[src/rtl/fifo_banked_2w.sv]
// Two-wide banked FIFO: 0-2 enqueues and 0-2 dequeues per cycle over two single-write banks.
// Optional simulation checks are enabled with `define FIFO_BANKED_2W_ASSERT_EN.
module fifo_banked_2w #(
  parameter int WIDTH = 32,
  parameter int DEPTH = 8
) (
  input  logic                         i_clk,
  input  logic                         i_rst,
  input  logic                         i_flush,
  input  logic [1:0]                   i_enq_valid,
  input  logic [WIDTH-1:0]             i_enq_data [0:1],
  output logic [1:0]                   o_enq_ready,
  output logic [1:0]                   o_deq_valid,
  output logic [WIDTH-1:0]             o_deq_data [0:1],
  input  logic [1:0]                   i_deq_ready,
  output logic [$clog2(DEPTH+1)-1:0]   o_count,
  output logic                         o_empty,
  output logic                         o_full
);

  localparam int PW   = $clog2(DEPTH);
  localparam int CW   = $clog2(DEPTH + 1);
  localparam int ROWS = DEPTH / 2;
  localparam int RW   = PW - 1;

  // Handshake: a lane transfers on the edge where its valid and ready are both high and
  // every lower lane also transfers; ready/valid outputs depend on registered count only.

  logic [PW-1:0]    wr_ptr_q, rd_ptr_q;
  logic [CW-1:0]    count_q;
  logic [WIDTH-1:0] bank0 [ROWS];
  logic [WIDTH-1:0] bank1 [ROWS];

  logic [CW-1:0]    free_cnt;
  logic             acc0, acc1, tk0, tk1;
  logic [1:0]       n_enq, n_deq;

  logic [RW-1:0]    wr_row0, wr_row1, rd_row0, rd_row1;
  logic             bank_we0, bank_we1;
  logic [RW-1:0]    bank_wrow0, bank_wrow1;
  logic [WIDTH-1:0] bank_wdata0, bank_wdata1;
  logic [WIDTH-1:0] bank_rdata0, bank_rdata1;

  always_comb begin
    free_cnt       = CW'(DEPTH) - count_q;
    o_enq_ready[0] = (free_cnt != '0);
    o_enq_ready[1] = (free_cnt > CW'(1));
    o_deq_valid[0] = (count_q != '0);
    o_deq_valid[1] = (count_q > CW'(1));
    o_count        = count_q;
    o_empty        = (count_q == '0);
    o_full         = (count_q == CW'(DEPTH));
  end

  // A request of 10 is not contiguous, so lane 1 can never be accepted without lane 0.
  always_comb begin
    acc0  = i_enq_valid[0] & o_enq_ready[0];
    acc1  = acc0 & i_enq_valid[1] & o_enq_ready[1];
    tk0   = i_deq_ready[0] & o_deq_valid[0];
    tk1   = tk0 & i_deq_ready[1] & o_deq_valid[1];
    n_enq = {1'b0, acc0} + {1'b0, acc1};
    n_deq = {1'b0, tk0} + {1'b0, tk1};
  end

  // Lane 1's row is one past lane 0's only when lane 0 sits in bank 1; wraps mod ROWS.
  always_comb begin
    wr_row0 = wr_ptr_q[PW-1:1];
    wr_row1 = wr_ptr_q[0] ? wr_row0 + RW'(1) : wr_row0;
    rd_row0 = rd_ptr_q[PW-1:1];
    rd_row1 = rd_ptr_q[0] ? rd_row0 + RW'(1) : rd_row0;
  end

  // Depermute: lanes to banks, swapped when the write pointer is odd.
  always_comb begin
    if (wr_ptr_q[0]) begin
      bank_we0    = acc1;
      bank_wrow0  = wr_row1;
      bank_wdata0 = i_enq_data[1];
      bank_we1    = acc0;
      bank_wrow1  = wr_row0;
      bank_wdata1 = i_enq_data[0];
    end else begin
      bank_we0    = acc0;
      bank_wrow0  = wr_row0;
      bank_wdata0 = i_enq_data[0];
      bank_we1    = acc1;
      bank_wrow1  = wr_row1;
      bank_wdata1 = i_enq_data[1];
    end
  end

  // Storage is deliberately not reset; flush suppresses writes.
  always_ff @(posedge i_clk) begin
    if (!i_flush) begin
      if (bank_we0) bank0[bank_wrow0] <= bank_wdata0;
      if (bank_we1) bank1[bank_wrow1] <= bank_wdata1;
    end
  end

  // Permute: banks back into program order by the read-pointer LSB.
  always_comb begin
    bank_rdata0 = bank0[rd_ptr_q[0] ? rd_row1 : rd_row0];
    bank_rdata1 = bank1[rd_ptr_q[0] ? rd_row0 : rd_row1];
    if (rd_ptr_q[0]) begin
      o_deq_data[0] = bank_rdata1;
      o_deq_data[1] = bank_rdata0;
    end else begin
      o_deq_data[0] = bank_rdata0;
      o_deq_data[1] = bank_rdata1;
    end
  end

  always_ff @(posedge i_clk or posedge i_rst) begin
    if (i_rst) begin
      wr_ptr_q <= '0;
      rd_ptr_q <= '0;
      count_q  <= '0;
    end else if (i_flush) begin
      wr_ptr_q <= '0;
      rd_ptr_q <= '0;
      count_q  <= '0;
    end else begin
      wr_ptr_q <= wr_ptr_q + PW'(n_enq);
      rd_ptr_q <= rd_ptr_q + PW'(n_deq);
      count_q  <= count_q + CW'(n_enq) - CW'(n_deq);
    end
  end

`ifdef FIFO_BANKED_2W_ASSERT_EN
  if ((DEPTH < 4) || ((DEPTH & (DEPTH - 1)) != 0)) begin : g_depth_chk
    $error("fifo_banked_2w: DEPTH must be a power of two and at least 4");
  end

  always @(posedge i_clk) begin
    if (!i_rst) begin
      if (i_enq_valid == 2'b10) $error("fifo_banked_2w: non-contiguous enqueue valid");
      if (i_deq_ready == 2'b10) $error("fifo_banked_2w: non-contiguous dequeue ready");
      if (count_q > CW'(DEPTH)) $error("fifo_banked_2w: count exceeds DEPTH");
      if (({1'b0, count_q} + (CW+1)'(n_enq)) < (CW+1)'(n_deq))
        $error("fifo_banked_2w: count underflow");
    end
  end
`endif

endmodule
[config.mk]
export PLATFORM = sky130hd
export DESIGN_NAME = fifo_banked_2w
export DESIGN_NICKNAME = d
export VERILOG_FILES = /design/src/rtl/fifo_banked_2w.sv
export SDC_FILE = /design/constraint.sdc
export NUM_CORES = 1
export LEC_CHECK = 0
export ABC_AREA = 1
export CAP_MARGIN = 30
export CORE_UTILIZATION = 40
export DETAILED_ROUTE_END_ITERATION = 12
export PLACE_DENSITY_LB_ADDON = 0.08
export SLEW_MARGIN = 40
export SYNTH_ARGS = -nofsm -noshare
export SYNTH_HDL_FRONTEND = slang
export SYNTH_SLANG_ARGS = --single-unit
[constraint.sdc]
create_clock -name i_clk -period 7.6 [get_ports i_clk]
set_clock_uncertainty 0.2 [all_clocks]
set_input_delay 1.52 -clock i_clk [delete_from_list [all_inputs] [get_ports i_clk]]
set_output_delay 1.52 -clock i_clk [all_outputs]
set_load 0.02 [all_outputs]
==> impl_metrics.ini, run 1 <==
[outcome]
status = finished, final reports clean

[place]
io_buffers = 144
dpl_cell_area_um2 = 14500
placedCellCount = 1812
gp_congestion = 0.814
hpwl_um = 19700

[power_and_ir_drop]
switchingPower_uw = 2510
p_total_uw = 6260
vdd_drop_max_mv = 0.203
pwr_density_cell_nw_per_um2 = 408
clockPowerShare_pct = 21.3
leakagePower_uw = 0.00637
netSwitchingFraction_pct = 40.0
p_comb_share_pct = 47.1
intPower_uw = 3760
pwr-share-seq_pct = 31.6

[sta]
slew_violations = 0
final-setup-viol-count = 0
tns_ns = 0
finalHoldViolations = 0
period_share_pct = 76.5
rsz0062_at_grt = false
tightest_slew_ns = 0.786
period_minus_slack_ns = 5.82
relSlewSlack_pct = 47.6
fmax_ghz = 0.172

[die]
rows = 64
ioPinCount = 145
initial_core_util_pct = 41.0
core_area_um2 = 30900
fp.dieW_um = 180
die_h_um = 180
die_area_um2 = 32400

[critical_path]
crit_fanout = 35
crit_path_start_kind = flop
reg2reg_from = o_count[2]
r2r_end = o_count[3]
crit_type = reg2out
required_ns = 5.88
reg2reg_depth = 17
crit_path_end_kind = primary output
ff2ff_setup_slack_ns = 4.55
worst_ep_arrival_time_ns = 4.10

[drt]
drc = 0
viasPerCell = 5.01
first_pass_iters = 5
dr_total_vias = 9339
drtIter0Drc = 692
ant_nets = 0
routed_wl_um = 32700
post_drt_wl_per_cell_um = 17.5

[clock_tree]
cts_tree = done
post_cts_buffers = 0
htree_levels = 1
worstSkewPairLatency_ns = 0.54
cts_sinks = 266
holdBufCountCts = 0
path_clk_slew_ns = 0.06
cts_resized = 0
cts_root_buf = clkbuf_16
clk_path_buf_depth = 3
cts_buffers = 28

[layout]
fin_area_um2 = 15400
final_nets = 1536
n_fill_cell = 2844
instances_no_fill = 1863
area_growth_pct = 21.2
drive_gt1_share_pct = 5.11
antenna_cells = 0

[min_path]
worstHoldEndpoint = wr_ptr_q[2]
worstHoldStart = wr_ptr_q[2]
hold_path.class = reg2reg
worstHoldPathCells = 2

[synthesis]
synth_area_per_cell_um2 = 9.57
ys_seq_elements = 266
synth_area_um2 = 12700
syn-num-nets = 1414
yosysUniqueCellTypes = 25
ys_warn_count = 0
yosysSeqAreaShare_pct = 62.6
syn_inst = 1324

[global_routing]
grtUsageMet1_pct = 28.9
grtUsageMet3_pct = 3.07
antenna_found_initial = 0
grt_first_pass_wirelength_um = 50900
overflow = 0
first_global_vias = 8813
grtUsageMet2_pct = 33.2
grt_max_degree = 97
busiest_layer = met2
grt_use_total_pct = 20.4

[job]
maxCapViolCount = 0
state kept, by name, summed over array words and instances, names as in the netlist:
signal,cells
bank0,128
bank1,128
o_count,4
rd_ptr_q,3
wr_ptr_q,3
synthesized netlist by cell type, drive strengths merged:
master,count,area (µm²)
nand2,445,1680
o21ai,99,495
nand3,226,1140
clkbuf,14,52.6
nor2,27,109
o21a,1,7.51
o22ai,1,6.26
a21oi,2,10.0
buf,57,328
inv,164,616
edfxtp,256,7690
ha,15,188
fa,4,80.1
xnor2,2,17.5
clkinv,1,3.75
dfrtp,10,250
power groups by stage:
stage	sequential, µW	clock, µW	combinational [µW]
global route	2000	1420	3270
detailed placement	2010	0	2980
CTS	1980	1360	3000
floorplan	1990	0	1810
global placement	2010	0	2950
finish	1980	1330	2950
per-layer routing:
| metal | wire length [µm] | part of all wire [%] |
|---|---|---|
| met1 | 14800 | 45 |
| met2 | 15300 | 47 |
| met3 | 1950 | 6.0 |
| met4 | 555 | 1.7 |
| met5 | 0 | 0 |
cell usage in the layout (no fill, tap or decap):
cell type          n
nand2_4            2
nor2_1            18
a21oi_1            2
o21ai_0           91
o22ai_1            1
clkinv_1           8
bufinv_16          3
inv_2              3
nor2_4             9
ha_1              14
dfrtp_1            7
nand2_1          442
edfxtp_1         256
clkbuf_1           8
fa_1               4
buf_8              2
dfrtp_4            1
nand3_1          225
buf_4             16
dfrtp_2            2
ha_4               1
o21a_1             1
clkdlybuf4s50_1  144
nand3_4            1
clkinv_2           4
buf_6              1
inv_1            161
nand2_2            1
o21ai_1            8
clkbuf_16         29
xnor2_1            2
per-stage QoR:
stage	hold WS (ns)	setup WS, ns	util, %
floorplan	0.383	3.67	-
global placement	0.444	2.34	46.7
detailed placement	0.453	2.32	46.8
CTS	0.466	1.73	49.7
global route	0.517	1.50	49.7
finish	0.478	1.78	49.7
layout make-up:
class	instances	area [µm²]	share of cell area [%]
sequential	266	7940	51.7
multi-input combinational	822	3820	24.8
timing repair buffer	163	1600	10.4
clock buffer	37	756	4.92
inverter	165	619	4.03
tap	396	495	3.22
clock inverter	14	136	0.887
worst max-delay path, cell delays in order (launching register included):
cell	delay (ns)
dfrtp_2	0.38
buf_4	0.29
inv_2	0.61
nand3_4	0.64
nand2_4	0.66
nand2_1	0.14
nand3_1	0.11
nand2_1	0.11
clkdlybuf4s50_1	0.58
cells by family after synthesis:
| group | share of synthesized area [%] |
|---|---|
| fa+ha+maj | 2.11 |
| compound gates | 4.10 |
| buf+inv | 7.89 |
| simple gates | 23.2 |
| flops | 62.6 |
| xor+xnor | 0.138 |
worst max-delay path by stage:
stage / from / end / slack (ns) / cells past startpoint
final: rd_ptr_q[2] / o_deq_data[33] / 1.78 / 8
after detailed placement: rd_ptr_q[2] / o_deq_data[33] / 2.32 / 8
after global placement: rd_ptr_q[0] / o_deq_data[38] / 2.34 / 9
after global routing: rd_ptr_q[2] / o_deq_data[53] / 1.50 / 8
after floorplan: i_flush / bank0[1][0] / 3.67 / 4
after CTS: rd_ptr_q[2] / o_deq_data[33] / 1.73 / 8
No activity file was read; power rests on OpenSTA's default activity.
==> inputs of run 2 (changes only) <==
- clock period: 7.6 -> 4.92 ns (I/O delays scaled with it)
==> run 2 against run 1 <==
Effect of this change: hold slack got worse by 0.021 ns; cell area rose by 0.30%; critical path depth fell by 1; register-to-register slack got worse by 2.8 ns; total power rose by 54%; die area did not move; largest cell class unchanged; highest routed layer unchanged.
==> impl_metrics.ini, run 2 (same netlist as run 1, synthesis figures left out) <==
[outcome]
status = finished, final reports clean

[critical_path]
crit_type = reg2out
crit_path_end_kind = primary output
crit_path_start_kind = flop
critPathMaxStageDelay_ns = 0.58
reg2reg_depth = 5
cp_num_cells = 7
crit_fanout = 67
critPathTopFamily = simple AND/OR/NAND/NOR gates
worstPathCellList = buf_6 > nand3_4 > nand2_8 > nand2_1 > nand3_1 > nand2_1 > clkdlybuf4s50_1
required_ns = 3.74
crit_buf_inv = 2
crit_slowest_cell = nand3_4
worst_ep_arrival_time_ns = 3.37
cp_common_cell = nand2_1

[die]
rows = 64
die_area_um2 = 32400
core_area_um2 = 30900
initial_core_util_pct = 41.0
fp.dieW_um = 180
die_h_um = 180
ioPinCount = 145

[drt]
drtIter0Drc = 699
first_pass_iters = 5
drc = 0
post_drt_wl_per_cell_um = 18.2
dr_total_vias = 9386
viasPerCell = 5.02
ant_nets = 0
routed_wl_um = 34000

[global_routing]
overflow = 0
grt_use_total_pct = 21.2
grt_max_degree = 97
antenna_found_initial = 0
grt_first_pass_wirelength_um = 52500
first_global_vias = 8939

[sta]
tns_ns = 0
fmax_ghz = 0.220
relSlewSlack_pct = 45.4
finalHoldViolations = 0
period_minus_slack_ns = 4.55
period_share_pct = 92.5
setup_ws_ns = 0.369
rsz0062_at_grt = false
slew_violations = 0
tightest_slew_ns = 0.818
final-setup-viol-count = 0
holdWs_ns = 0.456

[place]
hpwl_um = 21200
placedCellCount = 1820
io_buffers = 144
gp_congestion = 0.764
place_ws_ns = 0.496

[power_and_ir_drop]
intPower_uw = 5720
netSwitchingFraction_pct = 40.7
leakagePower_uw = 0.00639
pwr-share-seq_pct = 31.7
switchingPower_uw = 3930
clockPowerShare_pct = 20.5
p_comb_share_pct = 47.8
vdd_drop_max_mv = 0.367
p_total_uw = 9640
pwr_density_cell_nw_per_um2 = 626

[layout]
layout_commonest_cell = nand2_1
antenna_cells = 0
layout_common_cells = 442 x nand2_1, 256 x edfxtp_1, 225 x nand3_1
drive_gt1_share_pct = 5.56
instances_no_fill = 1870
final_nets = 1545
area_growth_pct = 21.6

[clock_tree]
holdBufCountCts = 0
htree_levels = 1
clk_path_buf_depth = 3
path_clk_slew_ns = 0.06
worstSkewPairLatency_ns = 0.54
cts_root_buf = clkbuf_16
cts_buffers = 29
cts_tree = done
cts_sinks = 266

[job]
maxCapViolCount = 0

[min_path]
worstHoldPathCells = 2
hold_path.class = reg2reg
[run 2: cell count changes in the layout (fill, tap and decap cells not counted), moves of 2 or more]
cell,delta
bufinv_16,-2
buf_12,+2
clkbuf_1,+4
buf_4,+5
nand2_4,-2
clkinv_1,-3
[run 2: tightest hold or removal path: stages (launching register included)]
cell and delay (ns):
dfrtp_1 0.41, inv_1 0.13, a21oi_1 0.08
[run 2: cell type report]
cell class	count	area, µm²
Clock buffer	41	771
Clock inverter	9	65.1
Fill cell	2796	15500
Inverter	165	619
Multi-Input combinational cell	822	3820
Sequential cell	266	7940
Tap cell	396	495
Timing Repair Buffer	171	1700
[run 2: timing repair]
item,4_1_cts,5_1_grt
resized for setup,1,1
endpoints found under the setup margin,64,1
setup buffers,0,0
[run 2: path summary, 6_finish.rpt]
path / start / end / slack (ns)
max in group asynchronous: i_rst / wr_ptr_q[0] / 3.63
hold / removal: wr_ptr_q[2] / wr_ptr_q[2] / 0.46
min in group asynchronous: i_rst / o_count[0] / 0.55
setup / recovery: rd_ptr_q[0] / o_deq_data[21] / 0.37
setup reg to reg: wr_ptr_q[0] / bank0[0][12] / 1.80
hold reg to reg: wr_ptr_q[2] / wr_ptr_q[2] / 0.46
[run 2: metal layers]
metal	part of all wire, %	wire [µm]	GRT usage [%]
met4	1.4	488	4.79
met3	6.6	2230	3.38
met1	44	14800	28.5
met5	0	0	0
met2	48	16500	35.9
[run 2: power groups by stage]
stage               registers [µW]  clock network, µW  logic (µW)
floorplan                     3070                  0        2800
global route                  3090               2100        5070
finish                        3060               1970        4610
CTS                           3060               2000        4670
global placement              3100                  0        4620
detailed placement            3110                  0        4640
[run 2: through the flow]
stage / instance area [µm²] / utilization [%]
2_1_floorplan: 12700 / -
3_3_place_gp: 14500 / 47.0
3_5_place_dp: 14600 / 47.1
4_1_cts: 15400 / 49.9
5_1_grt: 15400 / 49.9
6_report: 15400 / 49.9
